--- config.mk ---
export PLATFORM = sky130hd
export DESIGN_NAME = opcode_sequencer
export DESIGN_NICKNAME = d
export VERILOG_FILES = /design/src/rtl/opseq_pkg.sv /design/src/rtl/opseq_fifo.sv /design/src/rtl/opcode_sequencer.sv
export SDC_FILE = /design/constraint.sdc
export NUM_CORES = 1
export LEC_CHECK = 0
export ABC_AREA = 1
export CORE_UTILIZATION = 38
export CTS_CLUSTER_SIZE = 28
export DETAILED_ROUTE_END_ITERATION = 10
export GPL_TIMING_DRIVEN = 0
export PLACE_DENSITY = 0.6
export SLEW_MARGIN = 20
export SYNTH_ARGS = -nofsm -noshare
export SYNTH_HDL_FRONTEND = slang
export SYNTH_HIERARCHICAL = 1
export SYNTH_SLANG_ARGS = --single-unit
--- constraint.sdc ---
create_clock -name clk -period 3.7 [get_ports clk]
set_input_delay 1.11 -clock clk [delete_from_list [all_inputs] [get_ports clk]]
set_output_delay 1.11 -clock clk [all_outputs]
set_load 0.1 [all_outputs]
--- src/rtl/opseq_pkg.sv ---
// Shared types and constants for the opcode sequencer: FSM states, error-flag
// bit positions and the NOP opcode value.
package opseq_pkg;

    typedef enum logic [1:0] {
        ST_IDLE  = 2'd0,
        ST_ISSUE = 2'd1,
        ST_WAIT  = 2'd2,
        ST_DONE  = 2'd3
    } opseq_state_t;

    localparam int ERR_OVF = 0;
    localparam int ERR_FRM = 1;
    localparam int ERR_TMO = 2;

    localparam logic [13:0] NOP_OPCODE = 14'h0000;

endpackage

--- src/rtl/opseq_fifo.sv ---
// Synchronous opcode FIFO with first-word-fall-through head; a push while full
// is accepted when a pop happens in the same cycle.
module opseq_fifo #(
    parameter int WIDTH = 14,
    parameter int DEPTH = 4
) (
    input  logic             clk,
    input  logic             rst_n,
    input  logic             i_push,
    input  logic [WIDTH-1:0] i_data,
    input  logic             i_pop,
    output logic [WIDTH-1:0] o_head,
    output logic             o_full,
    output logic             o_empty
);
    localparam int PW = $clog2(DEPTH);
    localparam int CW = $clog2(DEPTH + 1);
    localparam logic [CW-1:0] FULL_CNT = CW'(DEPTH);

    logic [WIDTH-1:0] r_mem [DEPTH];
    logic [PW-1:0]    r_wptr;
    logic [PW-1:0]    r_rptr;
    logic [CW-1:0]    r_count;
    logic             w_do_push;
    logic             w_do_pop;

    assign o_full    = (r_count == FULL_CNT);
    assign o_empty   = (r_count == '0);
    assign o_head    = r_mem[r_rptr];
    assign w_do_pop  = i_pop & ~o_empty;
    assign w_do_push = i_push & (~o_full | w_do_pop);

    // Pointers wrap naturally because DEPTH is a power of two.
    always_ff @(posedge clk or negedge rst_n) begin
        if (!rst_n) begin
            r_wptr  <= '0;
            r_rptr  <= '0;
            r_count <= '0;
        end else begin
            if (w_do_push) r_wptr <= r_wptr + 1'b1;
            if (w_do_pop)  r_rptr <= r_rptr + 1'b1;
            if (w_do_push && !w_do_pop)      r_count <= r_count + 1'b1;
            else if (w_do_pop && !w_do_push) r_count <= r_count - 1'b1;
        end
    end

    always_ff @(posedge clk) begin
        if (w_do_push) r_mem[r_wptr] <= i_data;
    end

endmodule

--- src/rtl/opcode_sequencer.sv ---
// Assembles two-beat opcodes, queues them, issues each to the core array and
// gathers the serial result. Optional WAIT timeout: define OPSEQ_TIMEOUT_EN.
module opcode_sequencer
    import opseq_pkg::*;
#(
    parameter int OPCODE_W    = 14,
    parameter int BEAT_W      = 7,
    parameter int FIFO_DEPTH  = 4,
    parameter int RESULT_BITS = 8,
    parameter int TIMEOUT     = 64
) (
    input  logic                   clk,
    input  logic                   rst_n,
    input  logic [BEAT_W-1:0]      beat_in,
    input  logic                   beat_valid,
    input  logic                   beat_first,
    output logic [OPCODE_W-1:0]    opcode_out,
    output logic                   execute,
    input  logic                   core_valid,
    input  logic                   core_bit,
    output logic [RESULT_BITS-1:0] result_bits,
    output logic                   result_ready,
    output logic                   fifo_full,
    output logic                   fifo_empty,
    output logic                   busy,
    output logic [2:0]             err_flags
);
    localparam int BCW = $clog2(RESULT_BITS + 1);
    localparam logic [BCW-1:0]      LAST_BIT = BCW'(RESULT_BITS - 1);
    localparam logic [OPCODE_W-1:0] NOP      = OPCODE_W'(NOP_OPCODE);

    opseq_state_t           r_state;
    logic [BEAT_W-1:0]      r_hi;
    logic                   r_half_pending;
    logic                   r_err_ovf;
    logic                   r_err_frm;
    logic [OPCODE_W-1:0]    r_opcode;
    logic                   r_execute;
    logic [BCW-1:0]         r_bit_cnt;
    logic [RESULT_BITS-1:0] r_shift;
    logic [RESULT_BITS-1:0] r_result;
    logic                   r_ready;
    logic                   w_push_req;
    logic                   w_pop;
    logic                   w_full;
    logic                   w_empty;
    logic [OPCODE_W-1:0]    w_head;

    assign w_push_req = beat_valid & ~beat_first & r_half_pending;
    assign w_pop      = (r_state == ST_IDLE) & ~w_empty;

    opseq_fifo #(.WIDTH(OPCODE_W), .DEPTH(FIFO_DEPTH)) u_fifo (
        .clk     (clk),
        .rst_n   (rst_n),
        .i_push  (w_push_req),
        .i_data  ({r_hi, beat_in}),
        .i_pop   (w_pop),
        .o_head  (w_head),
        .o_full  (w_full),
        .o_empty (w_empty)
    );

    // A repeated first beat silently restarts the opcode.
    always_ff @(posedge clk or negedge rst_n) begin
        if (!rst_n) begin
            r_hi           <= '0;
            r_half_pending <= 1'b0;
            r_err_ovf      <= 1'b0;
            r_err_frm      <= 1'b0;
        end else if (beat_valid) begin
            if (beat_first) begin
                r_hi           <= beat_in;
                r_half_pending <= 1'b1;
            end else if (r_half_pending) begin
                r_half_pending <= 1'b0;
                if (w_full && !w_pop) r_err_ovf <= 1'b1;
            end else begin
                r_err_frm <= 1'b1;
            end
        end
    end

`ifdef OPSEQ_TIMEOUT_EN
    localparam int TCW = $clog2(TIMEOUT + 1);
    localparam logic [TCW-1:0] TMO_LAST = TCW'(TIMEOUT - 1);
    logic [TCW-1:0] r_tmo_cnt;
    logic           r_tmo_flag;
`else
    logic w_unused_timeout;
    assign w_unused_timeout = (TIMEOUT > 0);
`endif

    always_ff @(posedge clk or negedge rst_n) begin
        if (!rst_n) begin
            r_state   <= ST_IDLE;
            r_opcode  <= '0;
            r_execute <= 1'b0;
            r_bit_cnt <= '0;
            r_shift   <= '0;
            r_result  <= '0;
            r_ready   <= 1'b0;
`ifdef OPSEQ_TIMEOUT_EN
            r_tmo_cnt  <= '0;
            r_tmo_flag <= 1'b0;
`endif
        end else begin
            r_execute <= 1'b0;
            r_ready   <= 1'b0;
            case (r_state)
                ST_IDLE: begin
                    if (!w_empty && w_head != NOP) begin
                        r_opcode  <= w_head;
                        r_execute <= 1'b1;
                        r_state   <= ST_ISSUE;
                    end
                end
                ST_ISSUE: begin
                    r_bit_cnt <= '0;
`ifdef OPSEQ_TIMEOUT_EN
                    r_tmo_cnt <= '0;
`endif
                    r_state   <= ST_WAIT;
                end
                ST_WAIT: begin
                    if (core_valid) begin
                        r_shift   <= {r_shift[RESULT_BITS-2:0], core_bit};
                        r_bit_cnt <= r_bit_cnt + 1'b1;
`ifdef OPSEQ_TIMEOUT_EN
                        r_tmo_cnt <= '0;
`endif
                        if (r_bit_cnt == LAST_BIT) r_state <= ST_DONE;
                    end
`ifdef OPSEQ_TIMEOUT_EN
                    else if (r_tmo_cnt == TMO_LAST) begin
                        r_tmo_flag <= 1'b1;
                        r_state    <= ST_IDLE;
                    end else begin
                        r_tmo_cnt <= r_tmo_cnt + 1'b1;
                    end
`endif
                end
                ST_DONE: begin
                    r_result <= r_shift;
                    r_ready  <= 1'b1;
                    r_state  <= ST_IDLE;
                end
                default: r_state <= ST_IDLE;
            endcase
        end
    end

    assign opcode_out   = r_opcode;
    assign execute      = r_execute;
    assign result_bits  = r_result;
    assign result_ready = r_ready;
    assign fifo_full    = w_full;
    assign fifo_empty   = w_empty;
    assign busy         = (r_state != ST_IDLE);
`ifdef OPSEQ_TIMEOUT_EN
    assign err_flags    = {r_tmo_flag, r_err_frm, r_err_ovf};
`else
    assign err_flags    = {1'b0, r_err_frm, r_err_ovf};
`endif

endmodule
# [Yosys cells after proc, flatten, opt, wreduce, memory -nomap -nowiden]
# Memories as Yosys holds them, arrays and structs flattened.
# Index checks and enable logic that the tools add are counted.
[totals] regBits=55 mem_bits_rw=56 output_inout_bits=30 word_cells=73 mem_count=1
[op_classes] addsub=5 n_eq_ne=8 muxes=14 n_bitwise=10 n_reduce_logical=21
[memory_table] memory="u_fifo.r_mem" depth=4 width=14 rd=1 rd_clocked_by_memory_dff=0 wr=1 line="opseq_fifo.sv:20" text="logic [WIDTH-1:0] r_mem [DEPTH];"
[op_table] op="$reduce_bool 14->1" n=1
[op_table] op="$pmux 2 s4" n=1
[op_table] op="$pmux 4 s2" n=1
[op_table] op="$reduce_and 2->1" n=4
[op_table] op="$mux 1" n=6
[op_table] op="$mux 2" n=3
[op_table] op="$mux 3" n=2
[op_table] op="$reduce_and 3->1" n=2
[op_table] op="$reduce_bool 2->1" n=3
[op_table] op="$and 1x1->1" n=5
[op_table] op="$add 2x1->2 const B" n=2
[op_table] op="$add 4x1->4 const B" n=1
[op_table] op="$eq 2x2->1 const B" n=2
[op_table] op="$eq 4x3->1 const B" n=1
[op_table] op="$logic_and 1x1->1" n=4
[op_table] op="$logic_not 1->1" n=4
[op_table] op="$mux 4" n=1
[op_table] op="$ne 2x2->1 const B" n=2
[op_table] op="$not 1->1" n=4
[op_table] op="$reduce_and 4->1" n=1
[op_table] op="$add 3x1->3 const B" n=1
[op_table] op="$eq 3x3->1 const B" n=1
[op_table] op="$logic_not 3->1" n=1
[op_table] op="$sub 3x1->3 const B" n=1
[op_table] op="other kinds (4)" n=4

# [Depth between registers and ports, before layout]
# Gate-level depths: netlist of the first run.
[depth] depth_word=10 ltp_mapped=16

# [By module]
# Netlist of the first run, hierarchy kept.
[by_module_without_submodules] module="opseq_fifo" n_inst=1 cells_each=212 area_each_um2=2576.2 seq_area_each_um2=1856.8
[by_module_without_submodules] module="opcode_sequencer" n_inst=1 cells_each=199 area_each_um2=2013.2 seq_area_each_um2=1201.2

# [Least setup slack after synthesis of the first run]
# OpenSTA, ideal clock, no wires.
[synth_path] path_kind="reg2out" startpoint="register u_fifo.r_count[0]" endpoint="output fifo_full" t_arrival_ps=2553 t_required_ps=2590 setup_slack_ps=37 path_stages_with_launch=2 path_cell_list="dfrtp_1 nor3_1"
[synth_via] elab_chain_len=1
[synth_rtl] item="from (decl)" line="opseq_fifo.sv:23" text="logic [CW-1:0] r_count;"
[synth_rtl] item="from (signal assigned)" line="opseq_fifo.sv:42" text="if (w_do_push && !w_do_pop) r_count <= r_count + 1'b1;"
[synth_rtl] item="from (signal assigned)" line="opseq_fifo.sv:43" text="else if (w_do_pop && !w_do_push) r_count <= r_count - 1'b1;"
[synth_rtl] item="$eq 3x3->1" line="opseq_fifo.sv:27" text="assign o_full = (r_count == FULL_CNT);"
[synth_rtl] item="to (decl)" line="opcode_sequencer.sv:23" text="output logic fifo_full,"
# Every way passes these cells.

# [Final worst setup path of the first run]
[layout_path] startpoint="register u_fifo.r_count[0]" endpoint="output fifo_empty"
[layout_via] elab_chain_len=1
[layout_rtl] item="$logic_not 3->1" line="opseq_fifo.sv:28" text="assign o_empty = (r_count == '0);"
[layout_rtl] item="to (decl)" line="opcode_sequencer.sv:24" text="output logic fifo_empty,"
# Every way passes these cells.

==> results.toml, run 1 <==
[critical_path]
worst_r2r_path_depth = 8
slowest_delay_ns = 1.17
setup.worst_path.end_class = "output pin"
critPathLaunchType = "flop"
worstReg2RegStart = "r_state[0]"
critPathLaunch = "u_fifo/r_count[0]"
cp_max_fo = 4
r2r_slack_ns = 1.18
criticalPathCategory = "reg2out"
worstPathRequired_ns = 2.59
rr_endpoint = "u_fifo/r_mem[1][11]"
crit_slowest_cell = "clkdlybuf4s50_1"
worstPathArrival_ns = 2.43
path_cells = "nor2_1, nand2_1, inv_1, clkdlybuf4s50_1"

[clock_network]
cts_setup_buffers = 0
numClockSinks = 111
clockBufferDepth = 2
htree_levels = 3
root_buffer = "clkbuf_16"
hold_buffers = 0
tritoncts = "done"
cts-resized-gates = 0
cts.clk_slew.worst_paths_ns = 0.06
cts_buffers = 9
clock_latency_ns = 0.34

[place]
placed_area_sq_mm = 0.005221
place_hpwl_um = 6024
io_buffers = 41
gp_congestion = 0.7361

[routing]
via_per_inst = 4.744
drc_errors = 4
drt_iter0_drc = 161
ant_nets = 0
vias = 2908
wl_per_cell_um = 14.45
wl_um = 8860
drt_pre_antenna_iters = 7

[floorplanning]
core_area_sq_mm = 0.01161
die_w_um = 111.9
rows = 39
die_y_um = 111.9
dieArea_sq_mm = 0.01252
floorplan.initialDensity = 0.3952
io_pins = 43

[synthesis]
synth_top_family_by_area = "simple AND/OR/NAND/NOR gates"
synth_compound_area_frac = 0.05998
yosys_warnings = 6
syn_area_sq_mm = 0.004589
syn_inst = 411
synth_cell_type_count = 31
synth_mux_area_frac = 0.03680
postSynthAreaPerCell_sq_um = 11.17
synthSimpleGateAreaFrac = 0.1532
ys_ff_latch = 111
syn-num-nets = 435
seq_area_frac_synth = 0.6663
synth-xor-area-share = 0.001908
yosys.area_share.adder = 0.03162

[hold_path]
worstHoldStart = "r_half_pending"
holdPathStages = 1
whs_endpoint = "r_err_frm"
hold_class = "reg2reg"

[cells_and_area]
final_layout_size_suffix_gt1_frac = 0.1298
fin_nets = 489
final_core_util = 0.4757
seqCellArea_sq_mm = 0.003058
fill_cells = 1047
syn2layout_area_growth_pct = 20.37
antennaDiodeCount = 0
fin_area_sq_mm = 0.005524
multi_input_area_sq_mm = 0.001315

[global_route]
track_usage = 0.1570
grt_max_degree = 32
overflow = 0
grt_pass1_vias = 2956
grt_pass1_wl_um = 14940
antenna_found_initial = 0

[timing]
tns_ns = 0
fmax_mhz = 282.7
finalSetupViolCount = 0
hold_ws_ns = 0.4503
maxSlewViolCount = 0
hold_viol_final = 0
grt_setup_unrepaired = "false"
post-route-period-util = 0.9562
skew_ns = 0.009721
period_needed_ns = 3.538
tightest_slew_ns = 0.9909
slew_headroom = 0.3373

[status]
status = "finished, violations left"
violations = "DRC"

[run]
maxCapViolations = 0
-- cells by family (layout without fill, tap and decap cells) --
| family | count (synthesis) | count (layout) |
|---|---|---|
| xor+xnor | 1 | 1 |
| other cells | 1 | 1 |
| flops | 111 | 111 |
| simple gates | 175 | 175 |
| mux | 15 | 15 |
| buf+inv | 44 | 103 |
| compound gates | 53 | 53 |
| fa+ha+maj | 11 | 11 |
-- synthesized netlist by cell type --
cell | number | area (sq um)
inv_4 | 1 | 6.260
ha_1 | 10 | 125.1
nand2_1 | 100 | 375.4
a21oi_1 | 2 | 10.01
nor2_1 | 56 | 210.2
xnor2_1 | 1 | 8.760
buf_2 | 3 | 15.01
dfrtp_1 | 55 | 1376
nand3_1 | 12 | 60.06
nand4_1 | 1 | 6.260
nor2_2 | 1 | 6.260
o21ai_1 | 21 | 105.1
o21ai_0 | 27 | 135.1
o21bai_1 | 1 | 7.510
mux2_2 | 15 | 168.9
edfxtp_1 | 56 | 1682
fa_1 | 1 | 20.02
a31o_2 | 1 | 8.760
nand2_4 | 2 | 22.52
nor2_4 | 1 | 11.26
inv_2 | 3 | 11.26
nand2_2 | 1 | 6.260
a22o_1 | 1 | 8.760
buf_8 | 1 | 15.01
clkbuf_1 | 2 | 7.510
clkbuf_2 | 2 | 10.01
buf_4 | 5 | 37.54
conb_1 | 1 | 3.750
inv_1 | 24 | 90.09
nor3_1 | 1 | 5.000
buf_6 | 3 | 33.78
-- cells in the final DEF (no fill, tap or decap), drive strengths merged, types with 2 or more instances in the layout --
cell type / count
buf: 15
edfxtp: 56
mux2: 15
clkdlybuf4s50: 40
dfrtp: 55
clkbuf: 13
o21ai: 48
a21oi: 2
clkinv: 2
ha: 10
nor2: 58
nand3: 12
inv: 31
nand2: 103
-- worst max-delay path: cells and delay by family (launching register included) --
family	cells	cell delay, ns
simple gates	2	0.33
flops	1	0.43
buf+inv	2	1.33
-- how the worst max path moves through the flow --
stage	to	slack, ns	cells past startpoint
2_1_floorplan	fifo_full	0.04	1
3_3_place_gp	r_hi[1]	-0.31	1
3_5_place_dp	u_fifo/r_mem[3][6]	0.37	5
4_1_cts	fifo_empty	0.12	4
5_1_grt	fifo_empty	0.05	4
6_report	fifo_empty	0.16	4
-- metrics by stage --
step / setup WS [ns] / instances
2_1_floorplan: 0.03749 / 411
3_3_place_gp: -0.3129 / 595
3_5_place_dp: 0.3730 / 597
4_1_cts: 0.1217 / 613
5_1_grt: 0.04983 / 613
6_report: 0.1621 / 613
-- per-layer routing --
layer,track usage,part of all wire,vias up
met5,0,0,-
met4,0.05135,0.013,0
met3,0.03321,0.044,8
met2,0.2663,0.49,60
met1,0.2006,0.45,1383
li1,-,-,1457
-- sequential cells by signal, summed over array words and instances, names as in the netlist --
| signal | count |
|---|---|
| execute | 1 |
| opcode_out | 14 |
| r_bit_cnt | 4 |
| r_err_frm | 1 |
| r_err_ovf | 1 |
| r_half_pending | 1 |
| r_hi | 7 |
| r_shift | 8 |
| r_state | 2 |
| result_bits | 8 |
| result_ready | 1 |
| u_fifo/r_count | 3 |
| u_fifo/r_mem | 56 |
| u_fifo/r_rptr | 2 |
| u_fifo/r_wptr | 2 |
-- area by class of cell --
class                           count  share of cell area
Timing Repair Buffer               43             0.08018
Clock inverter                      7             0.01404
Buffer                             16             0.02152
Inverter                           28             0.01948
Clock buffer                        9             0.04077
Tap cell                          143             0.03239
Sequential cell                   111              0.5536
Multi-Input combinational cell    256              0.2381
Power of run 1 is left out: the tool's default activity adds up to more than one toggle a clock period on the data nets, which glitch-free logic cannot reach.
==> run 2, diff against run 1 <==
- SKIP_LAST_GASP: unset -> 1
==> results of run 2 <==
Final layout, timing and power as in run 1 (identical DEF).
Power of run 2 is left out for the same reason.
